==> config.mk <==
export PLATFORM = sky130hd
export DESIGN_NAME = uart_rgb_ctrl_flat
export DESIGN_NICKNAME = d
export VERILOG_FILES = /design/src/rtl/uart_rgb_pkg.sv /design/src/rtl/uart_rgb_ctrl_if.sv /design/src/rtl/uart_rx_core.sv /design/src/rtl/uart_rgb_ctrl.sv /design/src/flat_wrapper.sv
export SDC_FILE = /design/constraint.sdc
export NUM_CORES = 1
export LEC_CHECK = 0
export ABC_AREA = 1
export ABC_CLOCK_PERIOD_IN_PS = 3300
export CAP_MARGIN = 30
export CORE_MARGIN = 3
export CORE_UTILIZATION = 46
export CTS_CLUSTER_SIZE = 25
export DETAILED_ROUTE_END_ITERATION = 10
export PLACE_DENSITY_LB_ADDON = 0.25
export SETUP_SLACK_MARGIN = 0.05
export SLEW_MARGIN = 30
export SYNTH_ARGS = -nofsm -noshare
export SYNTH_HDL_FRONTEND = slang
export SYNTH_SLANG_ARGS = --single-unit
==> constraint.sdc <==
create_clock -name int_clk -period 3.3 [get_ports int_clk]
set_input_delay 0.66 -clock int_clk [delete_from_list [all_inputs] [get_ports int_clk]]
set_output_delay 0.66 -clock int_clk [all_outputs]
set_load 0.02 [all_outputs]
==> src/rtl/uart_rgb_pkg.sv <==
//==============================================================================
// Module      : uart_rgb_pkg
// Description : Shared definitions for the UART RGB controller. Holds the
//               ASCII command constants, the 3-bit colour encoding with the
//               letter-to-colour decode, the receiver state enum and the
//               ALL channel-selector encoding.
// Revision    : 1.0 - initial release
//==============================================================================
`default_nettype none

package uart_rgb_pkg;

    // ASCII command bytes
    localparam logic [7:0] c_ascii_zero  = 8'h30;  // '0'
    localparam logic [7:0] c_ascii_nine  = 8'h39;  // '9'
    localparam logic [7:0] c_ascii_star  = 8'h2A;  // '*'
    localparam logic [7:0] c_ascii_plus  = 8'h2B;  // '+'
    localparam logic [7:0] c_ascii_minus = 8'h2D;  // '-'

    // Colour encoding: bit 2 = red, bit 1 = green, bit 0 = blue (1 = lit)
    typedef logic [2:0] colour_t;

    localparam colour_t c_col_off   = 3'b000;
    localparam colour_t c_col_red   = 3'b100;
    localparam colour_t c_col_green = 3'b010;
    localparam colour_t c_col_blue  = 3'b001;

    typedef struct packed {
        logic    hit;     // byte is a colour letter
        colour_t colour;  // lit set for that letter
    } colour_cmd_t;

    // Receiver states
    typedef enum logic [2:0] {
        RX_IDLE  = 3'd0,
        RX_START = 3'd1,
        RX_DATA  = 3'd2,
        RX_STOP  = 3'd3,
        RX_BREAK = 3'd4
    } rx_state_t;

    // Channel selector value meaning "every channel"
    localparam logic [3:0] c_sel_all = 4'hF;

    // Lowercase colour letter to lit set; anything else reports no hit.
    function automatic colour_cmd_t letter_to_colour(input logic [7:0] b);
        colour_cmd_t cmd;
        cmd.hit    = 1'b1;
        cmd.colour = c_col_off;
        case (b)
            8'h72:   cmd.colour = c_col_red;                          // 'r'
            8'h67:   cmd.colour = c_col_green;                        // 'g'
            8'h62:   cmd.colour = c_col_blue;                         // 'b'
            8'h63:   cmd.colour = c_col_green | c_col_blue;           // 'c'
            8'h6D:   cmd.colour = c_col_red | c_col_blue;             // 'm'
            8'h79:   cmd.colour = c_col_red | c_col_green;            // 'y'
            8'h77:   cmd.colour = c_col_red | c_col_green | c_col_blue; // 'w'
            8'h6B:   cmd.colour = c_col_off;                          // 'k'
            default: cmd.hit    = 1'b0;
        endcase
        return cmd;
    endfunction

endpackage

`default_nettype wire

==> src/rtl/uart_rgb_ctrl_if.sv <==
//==============================================================================
// Module      : uart_rgb_ctrl_if
// Description : Pin bundle of the UART RGB controller.
//               uart_rx   - serial input, idle high
//               rgb_*     - active-low LED enables, one bit per channel
//               rx_valid  - one-cycle pulse per well-framed byte
//               rx_byte   - last well-framed byte
//               frame_err - one-cycle pulse on a low stop bit
//               slave  modport: the controller side
//               master modport: the board / stimulus side
// Revision    : 1.0 - initial release
//==============================================================================
`default_nettype none

interface uart_rgb_ctrl_if #(
    parameter int NUM_CH = 2
);
    logic              uart_rx;
    logic [NUM_CH-1:0] rgb_red;
    logic [NUM_CH-1:0] rgb_green;
    logic [NUM_CH-1:0] rgb_blue;
    logic              rx_valid;
    logic [7:0]        rx_byte;
    logic              frame_err;

    modport slave (
        input  uart_rx,
        output rgb_red, rgb_green, rgb_blue, rx_valid, rx_byte, frame_err
    );

    modport master (
        output uart_rx,
        input  rgb_red, rgb_green, rgb_blue, rx_valid, rx_byte, frame_err
    );
endinterface

`default_nettype wire

==> src/rtl/uart_rx_core.sv <==
//==============================================================================
// Module      : uart_rx_core
// Description : 8N1 UART receiver. Two-flop synchroniser, start-bit
//               qualification at mid-bit, LSB-first data sampling every DIV
//               cycles and stop-bit check. A low stop bit produces a single
//               frame_err and the receiver then waits for the line to return
//               high before looking for a new start bit.
//               Ports: int_clk, rst (async, active high), uart_rx in;
//                      rx_valid, rx_byte, frame_err out.
// Revision    : 1.0 - initial release
//==============================================================================
`default_nettype none

module uart_rx_core
    import uart_rgb_pkg::*;
#(
    parameter int DIV = 104
) (
    input  wire logic       int_clk,
    input  wire logic       rst,
    input  wire logic       uart_rx,
    output logic            rx_valid,
    output logic [7:0]      rx_byte,
    output logic            frame_err
);

    localparam int CW = $clog2(DIV);
    localparam logic [CW-1:0] c_half_load = CW'(DIV / 2 - 1);
    localparam logic [CW-1:0] c_full_load = CW'(DIV - 1);

    logic            r_meta;
    logic            r_synced;
    logic            r_synced_prev;
    logic            w_fall;

    rx_state_t       r_state,  w_state_n;
    logic [CW-1:0]   r_cnt,    w_cnt_n;
    logic [2:0]      r_bit,    w_bit_n;
    logic [7:0]      r_shift,  w_shift_n;
    logic [7:0]      r_byte,   w_byte_n;
    logic            r_valid,  w_valid_n;
    logic            r_ferr,   w_ferr_n;

    // Synchroniser plus one history flop for edge detection; all idle high.
    always_ff @(posedge int_clk or posedge rst) begin
        if (rst) begin
            r_meta        <= 1'b1;
            r_synced      <= 1'b1;
            r_synced_prev <= 1'b1;
        end else begin
            r_meta        <= uart_rx;
            r_synced      <= r_meta;
            r_synced_prev <= r_synced;
        end
    end

    assign w_fall = r_synced_prev & ~r_synced;

    always_ff @(posedge int_clk or posedge rst) begin
        if (rst) begin
            r_state <= RX_IDLE;
            r_cnt   <= '0;
            r_bit   <= '0;
            r_shift <= '0;
            r_byte  <= '0;
            r_valid <= 1'b0;
            r_ferr  <= 1'b0;
        end else begin
            r_state <= w_state_n;
            r_cnt   <= w_cnt_n;
            r_bit   <= w_bit_n;
            r_shift <= w_shift_n;
            r_byte  <= w_byte_n;
            r_valid <= w_valid_n;
            r_ferr  <= w_ferr_n;
        end
    end

    always_comb begin
        w_state_n = r_state;
        w_cnt_n   = r_cnt;
        w_bit_n   = r_bit;
        w_shift_n = r_shift;
        w_byte_n  = r_byte;
        w_valid_n = 1'b0;
        w_ferr_n  = 1'b0;

        case (r_state)
            RX_IDLE: begin
                if (w_fall) begin
                    w_cnt_n   = c_half_load;
                    w_state_n = RX_START;
                end
            end

            // Counter reaches 0 in the middle of the start bit.
            RX_START: begin
                if (r_cnt == '0) begin
                    if (r_synced) begin
                        w_state_n = RX_IDLE;
                    end else begin
                        w_cnt_n   = c_full_load;
                        w_bit_n   = 3'd0;
                        w_state_n = RX_DATA;
                    end
                end else begin
                    w_cnt_n = r_cnt - 1'b1;
                end
            end

            RX_DATA: begin
                if (r_cnt == '0) begin
                    w_shift_n = {r_synced, r_shift[7:1]};
                    w_cnt_n   = c_full_load;
                    if (r_bit == 3'd7) begin
                        w_state_n = RX_STOP;
                    end else begin
                        w_bit_n = r_bit + 1'b1;
                    end
                end else begin
                    w_cnt_n = r_cnt - 1'b1;
                end
            end

            RX_STOP: begin
                if (r_cnt == '0) begin
                    if (r_synced) begin
                        w_byte_n  = r_shift;
                        w_valid_n = 1'b1;
                        w_state_n = RX_IDLE;
                    end else begin
                        w_ferr_n  = 1'b1;
                        w_state_n = RX_BREAK;
                    end
                end else begin
                    w_cnt_n = r_cnt - 1'b1;
                end
            end

            // Held-low line: stay here so only one frame_err is reported.
            RX_BREAK: begin
                if (r_synced) begin
                    w_state_n = RX_IDLE;
                end
            end

            default: w_state_n = RX_IDLE;
        endcase
    end

    assign rx_valid  = r_valid;
    assign rx_byte   = r_byte;
    assign frame_err = r_ferr;

endmodule

`default_nettype wire

==> src/rtl/uart_rgb_ctrl.sv <==
//==============================================================================
// Module      : uart_rgb_ctrl
// Description : UART command receiver driving NUM_CH common-anode RGB LEDs.
//               Digits select a channel, '*' selects all, colour letters
//               (r g b c m y w k) set the lit set of the selected channel(s).
//               Optional global brightness via PWM when RGB_PWM_EN is defined
//               ('+' / '-' step the level); otherwise lit colours are driven
//               steadily low.
//               Ports: int_clk, rst (async, active high),
//                      bus (uart_rgb_ctrl_if.slave): uart_rx in; rgb_red,
//                      rgb_green, rgb_blue, rx_valid, rx_byte, frame_err out.
//               Macro: RGB_PWM_EN
// Revision    : 1.0 - initial release
//==============================================================================
`default_nettype none

module uart_rgb_ctrl
    import uart_rgb_pkg::*;
#(
    parameter int CLK_FREQ = 12000000,
    parameter int BAUD     = 115200,
    parameter int NUM_CH   = 2,
    parameter int PWM_BITS = 4
) (
    input  wire logic       int_clk,
    input  wire logic       rst,
    uart_rgb_ctrl_if.slave  bus
);

    localparam int DIV = CLK_FREQ / BAUD;
    localparam logic [3:0] c_num_ch = 4'(NUM_CH);

    logic                   w_rx_valid;
    logic [7:0]             w_rx_byte;
    logic                   w_frame_err;

    colour_cmd_t            w_cmd;
    logic                   w_is_digit;
    logic [7:0]             w_digit_full;
    logic [3:0]             w_digit;

    logic [3:0]             r_sel;
    colour_t [NUM_CH-1:0]   r_colour;
    logic                   w_pwm_on;

    logic [NUM_CH-1:0]      w_red;
    logic [NUM_CH-1:0]      w_green;
    logic [NUM_CH-1:0]      w_blue;

    uart_rx_core #(
        .DIV (DIV)
    ) u_rx (
        .int_clk   (int_clk),
        .rst       (rst),
        .uart_rx   (bus.uart_rx),
        .rx_valid  (w_rx_valid),
        .rx_byte   (w_rx_byte),
        .frame_err (w_frame_err)
    );

    assign w_cmd        = letter_to_colour(w_rx_byte);
    assign w_is_digit   = (w_rx_byte >= c_ascii_zero) && (w_rx_byte <= c_ascii_nine);
    assign w_digit_full = w_rx_byte - c_ascii_zero;
    assign w_digit      = w_digit_full[3:0];

    // Channel selector; digits beyond the channel count leave it unchanged.
    always_ff @(posedge int_clk or posedge rst) begin
        if (rst) begin
            r_sel <= c_sel_all;
        end else if (w_rx_valid) begin
            if (w_is_digit && (w_digit < c_num_ch)) begin
                r_sel <= w_digit;
            end else if (w_rx_byte == c_ascii_star) begin
                r_sel <= c_sel_all;
            end
        end
    end

    always_ff @(posedge int_clk or posedge rst) begin
        if (rst) begin
            r_colour <= '0;
        end else if (w_rx_valid && w_cmd.hit) begin
            for (int i = 0; i < NUM_CH; i++) begin
                if ((r_sel == c_sel_all) || (r_sel == 4'(i))) begin
                    r_colour[i] <= w_cmd.colour;
                end
            end
        end
    end

`ifdef RGB_PWM_EN
    localparam logic [PWM_BITS-1:0] c_level_max = '1;

    logic [PWM_BITS-1:0] r_level;
    logic [PWM_BITS-1:0] r_pwm_cnt;

    always_ff @(posedge int_clk or posedge rst) begin
        if (rst) begin
            r_level <= c_level_max;
        end else if (w_rx_valid) begin
            if ((w_rx_byte == c_ascii_plus) && (r_level != c_level_max)) begin
                r_level <= r_level + 1'b1;
            end else if ((w_rx_byte == c_ascii_minus) && (r_level != '0)) begin
                r_level <= r_level - 1'b1;
            end
        end
    end

    always_ff @(posedge int_clk or posedge rst) begin
        if (rst) begin
            r_pwm_cnt <= '0;
        end else begin
            r_pwm_cnt <= r_pwm_cnt + 1'b1;
        end
    end

    // Full level bypasses the compare so maximum brightness is truly steady.
    assign w_pwm_on = (r_level == c_level_max) || (r_pwm_cnt < r_level);
`else
    // Without brightness control every lit colour is enabled continuously;
    // any legal PWM_BITS value yields a constant enable here.
    assign w_pwm_on = (PWM_BITS != 0);
`endif

    always_comb begin
        w_red   = '1;
        w_green = '1;
        w_blue  = '1;
        for (int i = 0; i < NUM_CH; i++) begin
            w_red[i]   = ~(r_colour[i][2] & w_pwm_on);
            w_green[i] = ~(r_colour[i][1] & w_pwm_on);
            w_blue[i]  = ~(r_colour[i][0] & w_pwm_on);
        end
    end

    assign bus.rgb_red   = w_red;
    assign bus.rgb_green = w_green;
    assign bus.rgb_blue  = w_blue;
    assign bus.rx_valid  = w_rx_valid;
    assign bus.rx_byte   = w_rx_byte;
    assign bus.frame_err = w_frame_err;

endmodule

`default_nettype wire

==> src/flat_wrapper.sv <==
// flat-port wrapper written by rule: the top's interface ports become plain ports
module uart_rgb_ctrl_flat import uart_rgb_pkg::*;
#(
    parameter int CLK_FREQ = 12000000,
    parameter int BAUD     = 115200,
    parameter int NUM_CH   = 2,
    parameter int PWM_BITS = 4
)
  (int_clk, rst, bus_uart_rx, bus_rgb_red, bus_rgb_green, bus_rgb_blue, bus_rx_valid, bus_rx_byte, bus_frame_err);
  uart_rgb_ctrl_if #(.NUM_CH(NUM_CH)) bus_i ();
  input  wire logic int_clk;
  input  wire logic rst;
  input wire logic [$bits(bus_i.uart_rx)-1:0] bus_uart_rx;
  output wire logic [$bits(bus_i.rgb_red)-1:0] bus_rgb_red;
  output wire logic [$bits(bus_i.rgb_green)-1:0] bus_rgb_green;
  output wire logic [$bits(bus_i.rgb_blue)-1:0] bus_rgb_blue;
  output wire logic [$bits(bus_i.rx_valid)-1:0] bus_rx_valid;
  output wire logic [$bits(bus_i.rx_byte)-1:0] bus_rx_byte;
  output wire logic [$bits(bus_i.frame_err)-1:0] bus_frame_err;
  assign bus_i.uart_rx = bus_uart_rx;
  assign bus_rgb_red = bus_i.rgb_red;
  assign bus_rgb_green = bus_i.rgb_green;
  assign bus_rgb_blue = bus_i.rgb_blue;
  assign bus_rx_valid = bus_i.rx_valid;
  assign bus_rx_byte = bus_i.rx_byte;
  assign bus_frame_err = bus_i.frame_err;
  uart_rgb_ctrl #(.CLK_FREQ(CLK_FREQ), .BAUD(BAUD), .NUM_CH(NUM_CH), .PWM_BITS(PWM_BITS)) u_core (.int_clk(int_clk), .rst(rst), .bus(bus_i));
endmodule
Yosys cells after proc, flatten, opt, wreduce, memory -nomap -nowiden

Cells that the tools add are included.

Memories kept: 0
Bits in latches: 0
Output and inout port bits: 16
Bits in writable memories: 0
Logic and storage cells: 103
Register bits after elaboration: 44
Input bits: 3
Memory bits (read-only): 0

Order comparisons: 3
Equality and inequality tests: 26
Bitwise gates (word level): 8
Divide/modulo/power cells: 0
Muxes and demuxes: 30
Multiply operators: 0
$add $sub $neg: 3
Reduce and logical (&&, ||, !) cells: 20
Shifts and indexed selects: 0

Operators by type and width:

| cell                                                              | number |
|---|---|
| == test 8 x 7 -> 1 bit, second input constant                     | 8 |
| two-way mux 7 bit                                                 | 5 |
| two-way mux 3 bit                                                 | 11 |
| one-hot mux 7 bit (4 select lines)                                | 1 |
| one-hot mux 3 bit (7 select lines)                                | 1 |
| != test 2 bit, second input constant                              | 9 |
| one-hot mux 3 bit (5 select lines)                                | 1 |
| == test 8 x 6 -> 1 bit, second input constant                     | 1 |
| greater-or-equal comparator 8 x 6 -> 1 bit, second input constant | 1 |
| less-or-equal comparator 8 x 6 -> 1 bit, second input constant    | 1 |
| two-way mux 4 bit                                                 | 2 |
| AND reduction 2 bit                                               | 4 |
| OR reduction 8 bit                                                | 1 |
| logical NOT 7 bit                                                 | 1 |
| two-way mux 1 bit                                                 | 7 |
| NOT 1 bit                                                         | 7 |
| subtractor 7 x 1 -> 7 bit, second input constant                  | 1 |
| == test 3 x 2 -> 1 bit, second input constant                     | 2 |
| == test 3 bit, second input constant                              | 2 |
| one-hot mux 3 bit (2 select lines)                                | 1 |
| AND reduction 6 bit                                               | 1 |
| AND reduction 5 bit                                               | 1 |
| == test 4 x 1 -> 1 bit, second input constant                     | 1 |
| == test 4 bit, second input constant                              | 1 |
| 15 further kinds                                                  | 19 |

Logic depth before layout (Yosys ltp)

Gate-level depths: netlist of the first run.

Depth after elaboration: 5
Mapped depth: 12
Gate-level depth less buffers: 11

Hierarchy

A second synthesis of the first run with hierarchy kept.

Cell total of the unflattened synthesis: 303
Area, all modules: 2,462.4 µm²

Modules (own cells, without submodules):

| module        | sequential area each (µm²) | times used | cells each | area an instance (µm²) |
|---|---|---|---|---|
| uart_rx_core  | 854.6                      | 1          | 193        | 1,711.6 |
| uart_rgb_ctrl | 255.2                      | 1          | 110        | 750.7 |

Least setup slack after synthesis of the first run

OpenSTA, ideal clock, no wires.

Kind: reg-to-reg
Start point: register u_core.u_rx.r_cnt[0]
End point: register u_core.u_rx.r_byte[2] (netlist: u_core.u_rx.rx_byte[2])
Stages on the path, launching flop included: 11
Data arrival time: 1.390 ns
Period minus slack after synthesis: 1.508 ns
Path buffers: 1
Setup time: 0.119 ns
Path slack: 1.792 ns
Data required time: 3.181 ns
Cell sequence: dfrtp_1 -> inv_1 -> ha_1 -> inv_1 -> nor2_1 -> nand2_4 -> nor2_4 -> nand2_2 -> buf_6 -> nand2_1 -> o21ai_2

Word-level cells in the longest chain between the ends: 2

Ends and longest elaborated chain:

| what                          | line                | source |
|---|---|---|
| from (decl)                   | uart_rx_core.sv:37  | `logic [CW-1:0] r_cnt, w_cnt_n;` |
| from (signal assigned)        | uart_rx_core.sv:70  | `r_cnt <= w_cnt_n;` |
| logical NOT 7 bit             | uart_rx_core.sv:126 | `if (r_cnt == '0) begin` |
| AND reduction 3 bit (no line) | --                  |  |
| to (signal assigned)          | uart_rx_core.sv:73  | `r_byte <= w_byte_n;` |
| to (decl)                     | uart_rx_core.sv:40  | `logic [7:0] r_byte, w_byte_n;` |

No other way between the ends.
A chain may end at the register's enable or synchronous reset.

Final worst setup path of the first run

Start point: register u_core.u_rx.r_valid (netlist: u_core.u_rx.rx_valid)
End point: output port bus_rx_valid

RTL lines:

| what                   | line               | source |
|---|---|---|
| from (decl)            | uart_rx_core.sv:41 | `logic r_valid, w_valid_n;` |
| from (signal assigned) | uart_rx_core.sv:74 | `r_valid <= w_valid_n;` |
| to (decl)              | flat_wrapper.sv:17 | `output wire logic [$bits(bus_i.rx_valid)-1:0] bus_rx_valid;` |

No word-level cell between the ends.

==> summary.txt, run 1 <==
Status
  • Status: completed

Worst setup path
  • Worst path bufs/invs: 1
  • Crit path DAT: 1.52 ns
  • Critical-path cell list: clkdlybuf4s50_1
  • Crit-path slowest cell: clkdlybuf4s50_1
  • CP peak stage delay: 0.68 ns
  • CP top delay family: buffers and inverters
  • Startpoint types: register
  • Req. time, crit path: 2.64 ns
  • Crit-path max FO: 10
  • Critical path class: reg2out
  • CP endpoint kind: output port
  • Reg2Reg Setup Slack: 1.55 ns

Timing
  • Endpoints failing hold: 0
  • Maximum clock rate: 458 MHz
  • Final WS setup: 1.12 ns
  • Slew HR: 0.643
  • Slew @ Worst Pin: 0.536 ns
  • Max Slew Vio Count: 0
  • Worst clock skew: 0.00788 ns
  • RSZ-0062 raised after global routing: false
  • Tcrit/Tclk final: 0.662
  • Finish-stage setup viols: 0
  • Final hold slack: 0.358 ns
  • Fin crit period: 2.18 ns
  • Setup TNS: 0 ns

Run
  • Max cap viols: 0

Floorplanning
  • Die H: 77.1 um
  • Total core area: 4820 um^2
  • Initial Util: 0.483
  • Rows: 25
  • # IOs: 19
  • Die footprint: 5950 um^2
  • Die width: 77.1 um

Synthesis
  • Dominant cell type by area after synthesis: dfrtp_1
  • Synth Area in Adders: 0.0215
  • Syn nets: 304
  • Largest family of logic cells by synthesized area: simple AND/OR/NAND/NOR gates
  • Asr flop ratio synth: 1.00
  • Post-synthesis compound-gate area fraction: 0.103
  • XOR/XNOR share of the synthesized area: 0.00752
  • Number of synthesized flops with an enable pin: 0
  • Unique masters post-synth: 29
  • Syn_area_per_cell: 7.84 um^2
  • Synthesized cell area: 2330 um^2
  • Post-synth top area share: 0.398
  • Seq cells post-synth: 44
  • Mux contribution to synthesized area: 0
  • Top cells by area, synth: dfrtp_1 40%, nand2_1 14%, dfstp_2 7.9%
  • Top FF cell, synth: dfrtp_1
  • Post-synthesis cell count: 297
  • Synth Area in Simple Gates: 0.299
  • Register area share after synthesis: 0.477
  • YS warnings: 0

Clock network
  • Max clock buf depth: 2
  • Post-CTS Hold Fix Bufs: 0
  • CTS tree: built
  • Worst skew pair latency: 0.30 ns
  • Clk slew on worst S/H paths: 0.08 ns
  • Postcts setup bufs: 0
  • Clock Root Buffer: clkbuf_8
  • Clock sink count: 44
  • Post-CTS Resized: 0
  • H-tree levels: 2
  • Number of CTS-inserted buffers: 5

Global route
  • Tot GR Track Use: 0.160
  • Total congestion overflow: 0
  • Antenna violations before repair: 0
  • Pin count of the biggest net entering global routing: 45
  • Number of global-route vias before repair: 1805
  • First-pass GRT wire length: 7.80 mm

Place
  • Dpl ws: 1.47 ns
  • Placed Instance Area: 2560 um^2
  • Placer Congestion: 0.786
  • DP HPWL: 3.11 mm
  • Port Buffers: 18
  • Placed Cells: 378

Drt
  • Post-route ant nets: 0
  • Pre-Repair DR Iteration Count: 4
  • DRT iter0 DRCs: 118
  • Vias per inst: 4.77
  • Via Count: 1840
  • DRC: 0
  • WL final: 4.26 mm
  • Avg WL per Cell: 11.0 um

Pwr
  • PD cells: 545 nW/um^2
  • Power, Total: 1.46 mW
  • Worst IR drop on VDD: 0.386 mV
  • Leak: 1.26 nW

Finish
  • Final Util: 0.556
  • # diodes: 0
  • Final cell count without fillers: 386
  • NumNets Final: 325
  • Non-Filler Cell Area, Final: 2680 um^2
  • Share of cells above drive strength 1: 0.135
  • Synthesis-to-layout area growth: 15.0%

Min path
  • Worst min-delay path category: reg2reg
## cell usage after synthesis (3+ instances only)
cell and number:
nand3_1 17, dfstp_2 7, dfrtp_1 37, o21ai_0 12, inv_1 42, nand2_2 4
nand2_1 87, o21ai_1 11, ha_1 4, nor3_1 3, nand4_1 11, o21ai_2 11
inv_2 4, nor2_1 27
## cell usage in the layout (no fill, tap or decap), types with 2 or more instances in the layout
master	n
dfstp_2	7
nand2_2	4
xor2_1	2
clkdlybuf4s50_1	18
nand3_1	17
nand2_1	87
o21ai_0	12
ha_1	4
dfrtp_1	37
clkinv_4	2
o21ai_2	11
o21ai_1	11
nor3_1	3
nand4_1	11
inv_1	41
nor2_4	2
nor2_1	27
clkinv_1	2
a21oi_1	2
nor2_2	2
inv_2	4
clkbuf_8	5
## power breakdown
part	internal (mW)	switching, mW	total, mW	leakage [nW]
registers	0.592	0.0483	0.640	0.572
logic	0.141	0.259	0.400	0.631
clock network	0.228	0.191	0.419	0.0583
## final timing paths
kind,startpoint,end,cells past startpoint
max,u_core.u_rx.rx_valid$_DFF_PP0_,bus_rx_valid,1
min,u_core.u_rx.r_meta$_DFF_PP1_,u_core.u_rx.r_synced$_DFF_PP1_,0
max reg2reg,u_core.u_rx.r_cnt[0]$_DFFE_PP0P_,u_core.u_rx.r_cnt[2]$_DFFE_PP0P_,11
min reg2reg,u_core.u_rx.r_meta$_DFF_PP1_,u_core.u_rx.r_synced$_DFF_PP1_,0
max in group asynchronous,rst,u_core.u_rx.r_synced$_DFF_PP1_,3
min in group asynchronous,rst,u_core.r_colour[0]$_DFFE_PP0P_,3
## registers in the layout, indices dropped and copies added (netlist names)
signal                     count
u_core.r_sel                   4
u_core.u_rx.r_synced           1
u_core.u_rx.rx_valid           1
u_core.u_rx.r_shift            8
u_core.u_rx.r_synced_prev      1
u_core.u_rx.r_meta             1
u_core.u_rx.r_state            3
u_core.u_rx.frame_err          1
u_core.u_rx.r_cnt              7
u_core.r_colour                6
u_core.u_rx.r_bit              3
u_core.u_rx.rx_byte            8
## kinds of logic (layout without fill, tap and decap cells)
logic type	Yosys count	after routing
AND/OR/NAND/NOR	157	157
buffers and inverters	52	74
flip-flops	44	44
AO/OA/AOI/OAI	38	38
adder cells (fa/ha/maj)	4	4
XOR/XNOR	2	2
## metal layers
layer | GRT usage | wire [um] | part of all wire | up-vias
met2 | 0.259 | 1950 | 0.46 | 30
li1 | - | - | - | 975
met1 | 0.204 | 2060 | 0.48 | 826
met3 | 0.0493 | 172 | 0.040 | 9
met5 | 0 | 0 | 0 | -
met4 | 0.0516 | 70 | 0.016 | 0
## area by class of cell
type,instances,area [um^2]
repair buffers,19,188
well taps,67,83.8
multi-input cells,201,1000
flip-flops and latches,44,1110
clock buffers,5,68.8
clock inverters,3,47.5
fillers,474,2140
inverters,47,176
Note: power is estimated with default switching activity, not from simulation.
==> run 2: changes to the inputs <==
--- a/config.mk
+++ b/config.mk
@@ -6,7 +6,7 @@
 export NUM_CORES = 1
 export LEC_CHECK = 0
 export ABC_AREA = 1
-export ABC_CLOCK_PERIOD_IN_PS = 3300
+export ABC_CLOCK_PERIOD_IN_PS = 1800
 export CAP_MARGIN = 30
 export CORE_MARGIN = 3
 export CORE_UTILIZATION = 46
==> constraint.sdc (replaced) <==
create_clock -name int_clk -period 1.8 [get_ports int_clk]
set_input_delay 0.36 -clock int_clk [delete_from_list [all_inputs] [get_ports int_clk]]
set_output_delay 0.36 -clock int_clk [all_outputs]
set_load 0.02 [all_outputs]
==> run 2 against run 1 <==
Worst setup slack worse by 1.0 ns. Largest cell class unchanged. Final cell count up 0.78%. Global-route usage down 0.64 points. Critical path type unchanged. Clock skew down 0.00094 ns. Combinational power up 94%. Count of clock-buffer cells in the layout unchanged. Critical endpoint is now bus_rgb_green[1]. Non-clock buffer count up 3. Power up 86%. Clock power up 84%. Core utilization up 1.3 points. Sequential power up 83%.
==> summary.txt, run 2 (synthesis results as in run 1) <==
Finish
  • Filler instances: 473
  • Synthesis-to-layout area growth: 17.7%
  • # diodes: 0
  • Register area: 1110 um^2
  • Most frequent cells in the layout: 87 x nand2_1, 41 x inv_1, 36 x dfrtp_1, 25 x nor2_1, 17 x nand3_1
  • Final cell count without fillers: 389
  • Multi-input gate area: 1020 um^2
  • Share of cells above drive strength 1: 0.152
  • NumNets Final: 328
  • Leading cell type in the layout, fill and taps excluded: nand2_1

Run
  • Max cap viols: 0

Worst setup path
  • Startpoint types: register
  • Critical-path cell list: inv_1, clkdlybuf4s50_1
  • CP endpoint kind: output port
  • CP top delay family: buffers and inverters
  • Crit-path max FO: 2
  • CP peak stage delay: 0.59 ns
  • Critical path class: reg2out
  • Crit path DAT: 1.32 ns
  • Req. time, crit path: 1.44 ns
  • Crit-path slowest cell: clkdlybuf4s50_1
  • Worst path bufs/invs: 2

Floorplanning
  • Rows: 25
  • # IOs: 19
  • Die H: 77.1 um
  • Total core area: 4820 um^2
  • Die width: 77.1 um
  • Die footprint: 5950 um^2
  • Initial Util: 0.483

Global route
  • Number of global-route vias before repair: 1726
  • Antenna violations before repair: 0
  • Total congestion overflow: 0
  • First-pass GRT wire length: 7.49 mm
  • Tot GR Track Use: 0.154
  • Pin count of the biggest net entering global routing: 45

Clock network
  • Worst skew pair latency: 0.30 ns
  • H-tree levels: 2
  • Postcts setup bufs: 0
  • Post-CTS Hold Fix Bufs: 0
  • Number of CTS-inserted buffers: 5
  • CTS tree: built
  • Clock Root Buffer: clkbuf_8
  • Clk slew on worst S/H paths: 0.09 ns
  • Max clock buf depth: 2
  • Clock sink count: 44

Drt
  • Vias per inst: 4.68
  • DRT iter0 DRCs: 100
  • Avg WL per Cell: 10.4 um
  • DRC: 0
  • Via Count: 1822
  • Pre-Repair DR Iteration Count: 4
  • Post-route ant nets: 0
  • WL final: 4.04 mm

Place
  • DP HPWL: 3.03 mm
  • Port Buffers: 18
  • Placer Congestion: 0.791
  • Placed Cells: 381

Timing
  • Setup TNS: 0 ns
  • Endpoints failing hold: 0
  • RSZ-0062 raised after global routing: false
  • Max Slew Vio Count: 0
  • Maximum clock rate: 594 MHz
  • Tcrit/Tclk final: 0.935
  • Slew @ Worst Pin: 0.401 ns
  • Slew HR: 0.730
  • Fin crit period: 1.68 ns
  • Final hold slack: 0.362 ns
  • Worst clock skew: 0.00694 ns
  • Finish-stage setup viols: 0

Pwr
  • Leak: 1.33 nW
  • Worst IR drop on VDD: 0.718 mV
  • PD cells: 992 nW/um^2

Status
  • Status: completed

Min path
  • Worst min-delay path category: reg2reg
-- run 2: final cells by class --
type / count / area share
Timing Repair Buffer: 22 / 0.0863
Tap cell: 67 / 0.0306
Multi-Input combinational cell: 201 / 0.372
Clock inverter: 3 / 0.0169
Sequential cell: 44 / 0.405
Clock buffer: 5 / 0.0251
Inverter: 47 / 0.0644
-- run 2: through the flow --
stage	util	area [um^2]	power [mW]	worst slack (ns)
after floorplan	-	2330	1.81	0.292
after global placement	0.539	2600	1.94	0.161
after detailed placement	0.539	2600	1.96	0.100
after CTS	0.562	2710	2.74	0.00101
after global routing	0.569	2740	2.92	0.0591
final	0.569	2740	2.72	0.117
-- run 2: power breakdown --
part,internal [mW],leakage (nW),switching [mW]
combinational,0.283,0.702,0.493
clock,0.418,0.0548,0.353
sequential,1.08,0.570,0.0889
-- run 2: worst paths after layout --
kind,from,to,slack [ns],depth (start not counted)
min in group asynchronous,rst,u_core.r_colour[1]$_DFFE_PP0P_,0.39,3
worst max register to register,u_core.u_rx.r_cnt[0]$_DFFE_PP0P_,u_core.u_rx.rx_byte[0]$_DFFE_PP0P_,0.19,10
worst max-delay path,u_core.r_colour[4]$_DFFE_PP0P_,bus_rgb_green[1],0.12,2
worst min-delay path,u_core.u_rx.r_meta$_DFF_PP1_,u_core.u_rx.r_synced$_DFF_PP1_,0.36,0
worst min register to register,u_core.u_rx.r_meta$_DFF_PP1_,u_core.u_rx.r_synced$_DFF_PP1_,0.36,0
max in group asynchronous,rst,u_core.u_rx.r_meta$_DFF_PP1_,1.14,3
-- run 2: timing repair --
item | in CTS | in global routing
cloned | 0 | 0
endpoints found under the setup margin | 4 | 25
gates resized for setup | 4 | 11
pin swaps | 0 | 0
-- run 2: layer usage --
layer / vias to the layer above / wire (um) / global-route usage / part of all wire
li1: 980 / - / - / -
met1: 817 / 2020 / 0.202 / 0.50
met2: 17 / 1860 / 0.245 / 0.46
met3: 8 / 89 / 0.0293 / 0.022
met4: 0 / 72 / 0.0694 / 0.018
met5: - / 0 / 0 / 0
==> RTL edit 1: new RTL, settings of run 2 <==
Take the reset off `r_shift` and `r_byte` and load them in a clocked block of their own.
--- a/src/rtl/uart_rx_core.sv
+++ b/src/rtl/uart_rx_core.sv
@@ -63,4 +63,2 @@
             r_bit   <= '0;
-            r_shift <= '0;
-            r_byte  <= '0;
             r_valid <= 1'b0;
@@ -71,4 +69,2 @@
             r_bit   <= w_bit_n;
-            r_shift <= w_shift_n;
-            r_byte  <= w_byte_n;
             r_valid <= w_valid_n;
@@ -76,2 +72,7 @@
         end
+    end
+
+    always_ff @(posedge int_clk) begin
+        r_shift <= w_shift_n;
+        r_byte  <= w_byte_n;
     end
Check against the original RTL: same outputs for any inputs over 10 cycles, from zero or initial values and one cycle with rst high; that may be too few to reach the edited logic, so the function may still have changed.
==> RTL edit 1 against run 2 <==
- clock power down 2%
- hold slack better by 2.9 ps
- wire length is 9.4% lower
- worst setup slack better by 7.2 ps
- total power fell by 0.19%
- design area fell by 6.4%
- area after synthesis shrank 7.0%
- sequential cell count did not move
- core utilization increased by 0.83 points
==> RTL edit 1: results (changes against run 2) <==
critPathTopFamily: "buffers and inverters"  # unchanged
critPathSlowestCell: "clkdlybuf4s50_1"  # unchanged
ys_top_cells_by_count: "72 x nand2_1, 39 x inv_1, 32 x nor2_1"  # was 87 x nand2_1, 42 x inv_1, 37 x dfrtp_1
dr.pass1.iters: 4  # unchanged
wl_met1_um: 1820  # was 2020 um
critPathArrivalTime_ps: 1320  # about the same
drive_above_1_share_pct: 13.5  # was 15.2%
yosys_warnings: 0  # unchanged
pre_cts_ws_ps: 272  # was 100 ps
hpwl_um: 2750  # was 3030 um
grt_pass1_vias: 1587  # was 1726
fin_skew_ps: 2.72  # was 6.94 ps
globalRouteMet2Util_pct: 26.8  # was 24.5%
clock_latency_ps: 290
switchingPower_uw: 892  # was 935 uW
place_area_sq_um: 2440  # was 2600 sq um
clockPowerShare_pct: 27.8  # was 28.4%
synth_enable_flop_cells: 16  # was 0
n_antenna_cell: 0  # unchanged
fillers: 397  # was 473
wl_met2_um: 1690  # was 1860 um
internal_power_uw: 1820  # was 1790 uW
regArea_sq_um: 1190  # was 1110 sq um
pg_comb_uw: 719  # was 775 uW
ys_seq_area_share_pct: 54.9  # was 47.7%
grtUsageMet1_pct: 20.2  # about the same
max_stage_delay_ps: 590  # about the same
postSynth.asyncResetShare_pct: 63.6  # was 100%
yosysMostFrequentCell: "nand2_1"  # unchanged
outcome: "finished clean"  # unchanged
highest_layer: "met4"  # unchanged
synth_ff_type: "dfrtp_1"  # unchanged
gp_congestion: 0.828  # was 0.791
synth_area_leaders: "dfrtp_1 24%, edfxtp_1 22%, nand2_1 12%, dfstp_2 8.5%, inv_1 6.8%"  # was dfrtp_1 40%, nand2_1 14%, dfstp_2 7.9%, inv_1 6.8%, nor2_1 4.4%
finalNonFillerCells: 333  # was 389
synth_cell_type_count: 26  # was 29
min_path_type: "reg2reg"  # unchanged
crit_path_max_fanout: 2  # unchanged
vdd_drop_max_v: 0.000673  # was 0.000718 V
grt_start_max_net_pins: 29  # was 45
met3_length_um: 114  # was 89 um
vias_per_cell: 4.83  # was 4.68
worst_pin_slew_ps: 478  # was 401 ps
clock_path_buffers: 2  # unchanged
dp_cells: 325  # was 381
final_nets: 287  # was 328
grt_pass1_wl_um: 6800  # was 7490 um
syn_area_per_cell_sq_um: 8.59  # was 7.84 sq um
drt_iter0_drc: 65  # was 100
routed_wl_um: 3660  # was 4040 um
track_usage_pct: 15.9  # was 15.4%
syn_nets: 259  # was 304
grt_use_met3_pct: 4.01  # was 2.93%
leakagePower_uw: 0.00124  # was 0.00133 uW
[RTL edit 1: changes by cell type in the layout (fill, tap and decap cells not counted), moves of 4 or more]
| cell | run 2 | this run |
|---|---|---|
| edfxtp_1 | 0 | 16 |
| o21ai_2 | 11 | 0 |
| dfrtp_1 | 36 | 21 |
| nor2_1 | 25 | 32 |
| o21ai_1 | 11 | 2 |
| nand3_1 | 17 | 11 |
| nand2_1 | 87 | 72 |
| nand4_1 | 11 | 7 |
[RTL edit 1: logic make-up (layout without fill, tap and decap cells)]
family	count (synthesis)	after routing	share of synthesized area, %
AND/OR/NAND/NOR	138	138	28.9
flip-flops	44	44	54.9
buffers and inverters	42	71	7.28
AO/OA/AOI/OAI	20	20	4.97
adder cells (fa/ha/maj)	4	4	2.31
XOR/XNOR	4	4	1.62
[RTL edit 1: what timing repair did]
action | CTS | global route
endpoints found under the setup margin | 3 | 5
setup buffers | 0 | 0
pin swaps | 0 | 0
gates resized for setup | 3 | 5
[RTL edit 1: path summary, 6_finish.rpt]
check                                startpoint                      to  slack (ps)  cells past startpoint
max in group asynchronous                   rst    u_core.u_rx.r_synced        1070                      3
setup / recovery             u_core.r_colour[5]          bus_rgb_red[1]         120                      2
hold reg to reg              u_core.u_rx.r_meta    u_core.u_rx.r_synced         360                      0
setup reg to reg           u_core.u_rx.r_cnt[0]  u_core.u_rx.rx_byte[2]         280                      7
min in group asynchronous                   rst      u_core.r_colour[4]         430                      3
hold / removal               u_core.u_rx.r_meta    u_core.u_rx.r_synced         360                      0
[RTL edit 1: cell type report]
type,count,area share [%]
flip-flops and latches,44,46.4
multi-input cells,166,32.1
repair buffers,22,8.53
inverters,41,6.00
clock buffers,5,2.68
well taps,52,2.54
clock inverters,3,1.80
==> RTL edit 2: new RTL, config.mk and constraints of run 2 <==
Without the edit above. The option `RGB_PWM_EN` is turned on by a define.
--- a/src/rtl/uart_rgb_ctrl.sv
+++ b/src/rtl/uart_rgb_ctrl.sv
@@ -15,2 +15,4 @@
 `default_nettype none
+
+`define RGB_PWM_EN
 
Formal check against the unedited RTL: no difference found for any inputs over 10 cycles, from zero or initial values and one cycle with rst high; that may be too few to reach the edited logic, so the function may still have changed.
==> RTL edit 2 against run 2 <==
- the flow now finishes with violations (setup timing)
- core utilization up 4.4 points
- area after synthesis up 26%
- total power up 11%
- cell count up 24%
- design area up 36%
- clock skew up 2.6 ps
- critical path depth up 6
- wire length up 40%
- worst setup slack worse by 520 ps
- via count up 32%
- sequential cell count up 8
- sequential share of layout area down 5.0 points
- die area up 24%
- largest power group unchanged
- highest routed layer unchanged
==> RTL edit 2: results (changes against run 2) <==
synth_cell_type_count: 35  # was 29
violations: "setup timing"
drt_iter0_drc: 68  # was 100
clock_latency_ps: 320  # was 300 ps
hpwl_um: 4160  # was 3030 um
grt_start_max_net_pins: 53  # was 45
setup_violations: 8  # was 0
reg2regPathDepth: 13  # was 10
grt_pass1_wl_um: 10000  # was 7490 um
outcome: "finished with violations"  # was finished clean
gp_congestion: 0.840  # was 0.791
critPathArrivalTime_ps: 1850  # was 1320 ps
setup_ws_ps: -406  # was 117 ps
hold_ws_ps: 362  # about the same
hp-start: "u_core.u_rx.r_meta"  # unchanged
synth-xor-area-share_pct: 2.08  # was 0.752%
routed_wl_um: 5670  # was 4040 um
vdd_drop_max_v: 0.000590  # was 0.000718 V
syn_nets: 359  # was 304
dp_cells: 464  # was 381
syn-instance-count: 345  # was 297
synth_area_leaders: "dfrtp_1 35%, nand2_1 12%, dfstp_2 9.8%, inv_1 5.5%, o21ai_2 5.1%"  # was dfrtp_1 40%, nand2_1 14%, dfstp_2 7.9%, inv_1 6.8%, nor2_1 4.4%
ys_seq_area_share_pct: 44.7  # was 47.7%
final_nets: 421  # was 328
synth_compound_area_share_pct: 10.7  # was 10.3%
max_stage_delay_ps: 540  # was 590 ps
drive_above_1_share_pct: 35.5  # was 15.2%
vias_per_cell: 4.98  # was 4.68
r2r_slack_ps: -100  # was 190 ps
pre_cts_ws_ps: -490  # was 100 ps
worst_r2r_endpoint: "u_core.r_level[3]"  # was u_core.u_rx.rx_byte[0]
r2r_start: "u_core.r_level[2]"  # was u_core.u_rx.r_cnt[0]
ys_top_cells_by_count: "97 x nand2_1, 43 x inv_1, 41 x dfrtp_1"  # was 87 x nand2_1, 42 x inv_1, 37 x dfrtp_1
fin_skew_ps: 9.57  # was 6.94 ps
slew-limit-headroom_pct: 66.6  # was 73.0%
[RTL edit 2: changes by cell type in the layout (fill, tap and decap cells not counted), sizes merged, moves of 3 or more]
cell,before,now
inv,46,49
xor2,2,5
dfrtp,37,41
clkdlybuf4s50,8,4
dlygate4sd2,3,8
o21ai,34,37
a21oi,2,5
dfstp,7,11
dlymetal6s2s,7,0
nand4,11,15
ha,4,10
buf,4,47
nand2,92,108
[RTL edit 2: worst max path at each step]
stage / slack [ps] / cells after the start / end / startpoint
floorplan: 20 / 13 / u_core.r_level[3] / u_core.u_rx.rx_byte[4]
global placement: -450 / 8 / bus_rgb_red[1] / u_core.r_level[1]
detailed placement: -490 / 8 / bus_rgb_green[1] / u_core.r_level[1]
CTS: -440 / 8 / bus_rgb_green[1] / u_core.r_level[1]
global route: -490 / 8 / bus_rgb_green[1] / u_core.r_level[1]
finish: -410 / 8 / bus_rgb_green[1] / u_core.r_level[1]
[RTL edit 2: cell type report]
cell class              count  area [sq um]
multi-input cells         239          1490
fillers                   538          2340
repair buffers             59           495
inverters                  50           196
clock buffers               5          68.8
well taps                  75          93.8
clock inverters             3          47.5
flip-flops and latches     52          1320
[RTL edit 2: logic make-up (layout without fill, tap and decap cells)]
kind of cell,Yosys count,after routing
and+or+nand+nor,174,174
buffers and inverters,54,117
adders and majority gates,11,11
DFF,52,52
AOI/OAI and AO/OA,47,47
xor gates and xnor gates,7,7
[RTL edit 2: critical path: cells and delay by family (launching register included)]
family	cells	cell delay (ps)
DFF	1	540
and+or+nand+nor	3	300
AOI/OAI and AO/OA	2	290
buffers and inverters	2	200
adders and majority gates	1	190
[RTL edit 2: layer usage]
metal  vias up  wire (um)  track usage (%)
met5         -          0                0
met4         0         92             6.04
met3         8        181             3.65
met2        35       2860             28.3
met1      1126       2530             20.7
li1       1236          -                -
[RTL edit 2: where the power goes]
part           switching (uW)  internal (uW)  total, uW
Clock                     408            419        827
Combinational             551            285        836
Sequential               83.1           1270       1360
[RTL edit 2: what timing repair did]
| item | 4_1_cts | 5_1_grt |
|---|---|---|
| gates resized for setup | 47 | 8 |
| pin swaps | 9 | 7 |
| setup buffers | 3 | 9 |
| endpoints found under the setup margin | 17 | 11 |
[RTL edit 2: per-stage QoR]
stage | TNS, ps | cell area (sq um)
floorplan | 0 | 3020
global placement | -2890 | 3490
detailed placement | -3160 | 3490
CTS | -3020 | 3630
global route | -3280 | 3720
finish | -2500 | 3720
